==> config.mk <==
export PLATFORM = sky130hd
export DESIGN_NAME = alu_mul_sequencer
export DESIGN_NICKNAME = d
export VERILOG_FILES = /design/src/rtl/alu_mul_sequencer.sv
export SDC_FILE = /design/constraint.sdc
export NUM_CORES = 1
export LEC_CHECK = 0
export BUFFER_PORTS_ARGS = -buffer_cell sky130_fd_sc_hd__buf_4
export CAP_MARGIN = 5
export CORE_ASPECT_RATIO = 1.25
export CORE_UTILIZATION = 45
export CTS_CLUSTER_SIZE = 14
export DETAILED_ROUTE_END_ITERATION = 8
export PLACE_DENSITY = 0.76
export SLEW_MARGIN = 5
export SYNTH_ARGS = -nofsm -noshare
export SYNTH_HDL_FRONTEND = slang
export SYNTH_SLANG_ARGS = --single-unit
==> constraint.sdc <==
create_clock -name clk -period 1.43 [get_ports clk]
set_input_delay 0.286 -clock clk [delete_from_list [all_inputs] [get_ports clk]]
set_output_delay 0.286 -clock clk [all_outputs]
set_load 0.02 [all_outputs]
==> src/rtl/alu_mul_sequencer.sv <==
// alu_mul_sequencer: unsigned N x N -> 2N shift-add multiplier. It makes one pass per bit
// through an external combinational ALU that it drives in add mode.
//
// Build option: define MUL_ZERO_BYPASS_EN to skip the iteration loop when either operand
// is zero. In that case the sequencer goes straight from IDLE to DONE with a zero product.
//
// Handshake: start is sampled only in IDLE. busy is high in RUN and DONE. done pulses for
// one cycle, and product holds the result in that same cycle. Reset is synchronous and
// active-high.

module alu_mul_sequencer #(
  parameter int unsigned N = 32
) (
  input  logic             clk,
  input  logic             reset,
  input  logic             start,
  input  logic [N-1:0]     op_a,
  input  logic [N-1:0]     op_b,
  output logic             busy,
  output logic             done,
  output logic [2*N-1:0]   product,
  output logic [1:0]       alu_m,
  output logic [N-1:0]     alu_a,
  output logic [N-1:0]     alu_b,
  input  logic [N-1:0]     alu_r,
  input  logic             alu_c
);

  // Iteration counter width, derived from N.
  localparam int unsigned CW = $clog2(N) + 1;
  localparam logic [CW-1:0] LastIter = CW'(N - 1);

  typedef enum logic [1:0] {
    StIdle = 2'b00,
    StRun  = 2'b01,
    StDone = 2'b10
  } state_e;

  state_e           state_q, state_d;
  logic [N-1:0]     acc_hi_q, acc_hi_d;
  logic [N-1:0]     mq_q, mq_d;
  logic [N-1:0]     mcand_q, mcand_d;
  logic [CW-1:0]    count_q, count_d;
  logic [2*N-1:0]   product_q, product_d;

  // State and datapath registers. A synchronous reset clears everything, so a reset
  // mid-RUN discards the partial result.
  always_ff @(posedge clk) begin
    if (reset) begin
      state_q   <= StIdle;
      acc_hi_q  <= '0;
      mq_q      <= '0;
      mcand_q   <= '0;
      count_q   <= '0;
      product_q <= '0;
    end else begin
      state_q   <= state_d;
      acc_hi_q  <= acc_hi_d;
      mq_q      <= mq_d;
      mcand_q   <= mcand_d;
      count_q   <= count_d;
      product_q <= product_d;
    end
  end

  // Next-state and datapath update. In RUN, each cycle shifts the (N+1)-bit ALU sum right
  // into {acc_hi, mq}, and the multiplier bit just consumed falls off the bottom.
  always_comb begin
    state_d   = state_q;
    acc_hi_d  = acc_hi_q;
    mq_d      = mq_q;
    mcand_d   = mcand_q;
    count_d   = count_q;
    product_d = product_q;

    case (state_q)
      StIdle: begin
        if (start) begin
          mcand_d  = op_a;
          mq_d     = op_b;
          acc_hi_d = '0;
          count_d  = '0;
          state_d  = StRun;
`ifdef MUL_ZERO_BYPASS_EN
          // A zero operand gives a zero product, so the iteration loop is skipped.
          if ((op_a == '0) || (op_b == '0)) begin
            mq_d    = '0;
            state_d = StDone;
          end
`endif
        end
      end

      StRun: begin
        {acc_hi_d, mq_d} = {alu_c, alu_r, mq_q[N-1:1]};
        count_d          = count_q + CW'(1);
        if (count_q == LastIter) begin
          state_d = StDone;
        end
      end

      StDone: begin
        product_d = {acc_hi_q, mq_q};
        state_d   = StIdle;
      end

      default: begin
        state_d = StIdle;
      end
    endcase
  end

  // Handshake and ALU drive. The product register only loads at the end of DONE, so the
  // live accumulator is forwarded during DONE to make product valid alongside done.
  always_comb begin
    busy    = (state_q != StIdle);
    done    = (state_q == StDone);
    product = (state_q == StDone) ? {acc_hi_q, mq_q} : product_q;
    alu_m   = 2'b00;
    alu_a   = acc_hi_q;
    alu_b   = mq_q[0] ? mcand_q : '0;
  end

endmodule
==> results.cfg <==
[setup_path]
path_depth = 4
rrSetupSlack_ns = -0.25
critPathKind = flip-flop to output pin
slowest_stage = dfxtp_2
startpoint = state_q[0]$_SDFFE_PP0P_
crit_end = product[46]
worstPathMaxFanout = 12
cp_cell_sequence = nand2b_4 -> buf_12 -> mux2_4 -> buf_6
r2r_end = mq_q[11]$_SDFFE_PP0P_
path_buf_inv = 2
max_stage_delay_ns = 0.35
required_ns = 1.14
arrival_ns = 1.64
cp-start-kind = flip-flop
critPathTopFamily = flip-flops
timing.rr.start = state_q[0]$_SDFFE_PP0P_
r2r_cells = 8
crit_path_end_kind = output pin

[cells_and_area]
drive_gt1_share_pct = 51.7
fin_util_pct = 74.3
n_antenna_cell = 0
fin_nets = 1032
area_growth_pct = 60.9

[clock_network]
cts-htree-levels = 4
clk_latency_ns = 0.43
tritoncts = yes
clk_pin_slew_worst_paths_ns = 0.06
numCtsBuffers = 17
clock-sinks = 168
hold_buffers = 0
cts_max_path_buffers = 2
clockRootBuffer = clkbuf_16

[global_routing]
grt_max_degree = 63
overflow = 0
track_usage_pct = 23.6
antenna_found_initial = 0
grt_pass1_vias = 5414
grt_pass1_wl_um = 28100

[placement]
place_ws_ns = -0.0893
place.gp.congestion = 0.781
numPortBuffers = 229
dpl.hpwl_um = 11900

[logic_synthesis]
netlist_area_um2 = 6650
ys_warn_count = 0
yosys-top-cells-area = dfxtp_1 51%, mux2_4 11%, nor2b_1 6.1%
ys_seq_elements = 168
syn_inst = 670
synth_edf_count = 0
yosysUniqueCellTypes = 34
ys_seq_area_share_pct = 50.6
yosysTopAreaCell = dfxtp_1
avgSynthCellArea_um2 = 9.93
synth-async-reset-ratio_pct = 0
synth_top_area_share_pct = 50.6
synth_flop_cell = dfxtp_1

[floorplan]
ios = 232
die_height_um = 138
die-area_um2 = 15300
die_x_um = 111
start_util_pct = 46.2
num_rows = 49
core-area_um2 = 14400

[sta]
fmax_mhz = 519
slew_violations = 0
hold_viol = 0
period_minus_slack_ns = 1.93
rsz0062_at_grt = yes
setup_viol = 204
skew_ns = 0.0124
fin_crit_sh_pct = 135
worst_slack_ns = -0.497

[run_status]
outcome = complete, but fails checks
violations = setup timing

[route]
drc = 0
wl_per_cell_um = 18.9
vias_per_cell = 5.24
via_count = 5876
dr.pass1.iters = 5
drt_iter0_drc = 288
finalWirelength_um = 21100
antenna_left = 0

[pwr]
p_per_area_nw_per_um2 = 1070
ir_drop_mv = 0.922
power_leakage_nw = 4.99

[min_path]
holdCritPathClass = input pin to flip-flop

[flow_run]
cap_violations = 0
[cells by family after synthesis]
kind of cell    count (synthesis)  share of synthesized area [%]
simple gates                  311                           23.3
flops                         168                           50.6
compound gates                 69                           7.19
mux                            67                           14.1
buf+inv                        52                           4.51
fa+ha+maj                       1                          0.188
other cells                     1                         0.0564
xor+xnor                        1                          0.132
[worst min path at each step]
stage                                  start                  endpoint  slack (ns)  cells past startpoint
floorplan                           alu_r[1]     alu_a[0]$_SDFFE_PP0P_        0.42                      1
global placement    mcand_q[29]$_SDFFE_PP0P_  mcand_q[29]$_SDFFE_PP0P_        0.44                      2
detailed placement  mcand_q[20]$_SDFFE_PP0P_  mcand_q[20]$_SDFFE_PP0P_        0.44                      2
CTS                                alu_r[18]    alu_a[17]$_SDFFE_PP0P_        0.06                      2
global route                       alu_r[18]    alu_a[17]$_SDFFE_PP0P_        0.07                      2
finish                             alu_r[18]    alu_a[17]$_SDFFE_PP0P_        0.07                      2
[layout make-up]
cell class | count | area (um2)
timing repair buffer | 291 | 3000
clock inverter | 6 | 86.3
multi-input combinational | 452 | 3510
fill | 936 | 3710
tap | 178 | 223
clock buffer | 25 | 505
sequential | 168 | 3370
inverter | 1 | 3.75
[flip-flops by register name, summed over array words and instances, names as in the netlist]
register	count
product_q	64
mq_q	32
state_q	2
count_q	6
mcand_q	32
alu_a	32
[synth_stat cells, types with 2 or more instances]
| cell | instances |
|---|---|
| dfxtp_1 | 168 |
| nor2_1 | 100 |
| nor2b_1 | 65 |
| nand2_1 | 64 |
| mux2_4 | 49 |
| a21oi_1 | 33 |
| a22o_1 | 33 |
| and2_1 | 32 |
| nor4_1 | 32 |
| buf_2 | 21 |
| clkbuf_1 | 20 |
| mux2_2 | 18 |
| buf_8 | 5 |
| buf_4 | 4 |
| nand2b_1 | 3 |
| nand3b_1 | 2 |
| nand4_1 | 2 |
| nor2_2 | 2 |
| nor3b_1 | 2 |
[cells in the final DEF, fill, tap and decap left out, types with 27 or more instances in the layout]
cell,netlist,routed
nor2_1,100,73
nor4_1,32,27
buf_4,4,155
dfxtp_1,168,165
a22o_1,33,33
clkbuf_16,0,27
and2_4,0,32
buf_6,1,100
nand2_1,64,51
mux2_4,49,64
nor2b_1,65,65
[metrics by stage]
step | cells | area, um2 | hold slack (ns) | power (mW) | TNS (ns)
final | 1121 | 10700 | 0.0724 | 11.5 | -45.92
after floorplan | 671 | 6670 | 0.419 | 5.80 | 0
after global placement | 1051 | 8630 | 0.436 | 6.39 | -4.58
after detailed placement | 1051 | 8630 | 0.442 | 6.41 | -6.25
after CTS | 1093 | 9830 | 0.0645 | 11.2 | -45.31
after global routing | 1121 | 10700 | 0.0690 | 11.9 | -55.89
[where the power goes]
part           total (mW)  switching, mW  internal, mW
clock network        4.59           1.79          2.80
logic                1.76          0.854         0.905
registers            5.12          0.206          4.91
[worst register-to-register path, stage by stage, from the launching register on]
cell and delay (ns):
dfxtp_2 0.33, buf_4 0.13, buf_6 0.11, buf_8 0.12, buf_6 0.12, nand2b_4 0.10, clkbuf_4 0.21, nor2_1 0.05
nor4_1 0.37
[routing by layer]
layer  wire length, um  vias up  track usage, %
met1              8420     2827            27.7
met4               935        0            13.6
met2             10900      228            40.2
li1                  -     2765               -
met3               862       56            5.24
met5                 0        -               0
[repair_timing]
action / CTS / global route
gates cloned: 5 / 17
gates resized for setup: 119 / 151
pin swaps: 8 / 40
endpoints found under the setup margin: 164 / 165
setup buffers: 6 / 15
No activity file was read; power rests on OpenSTA's default activity.
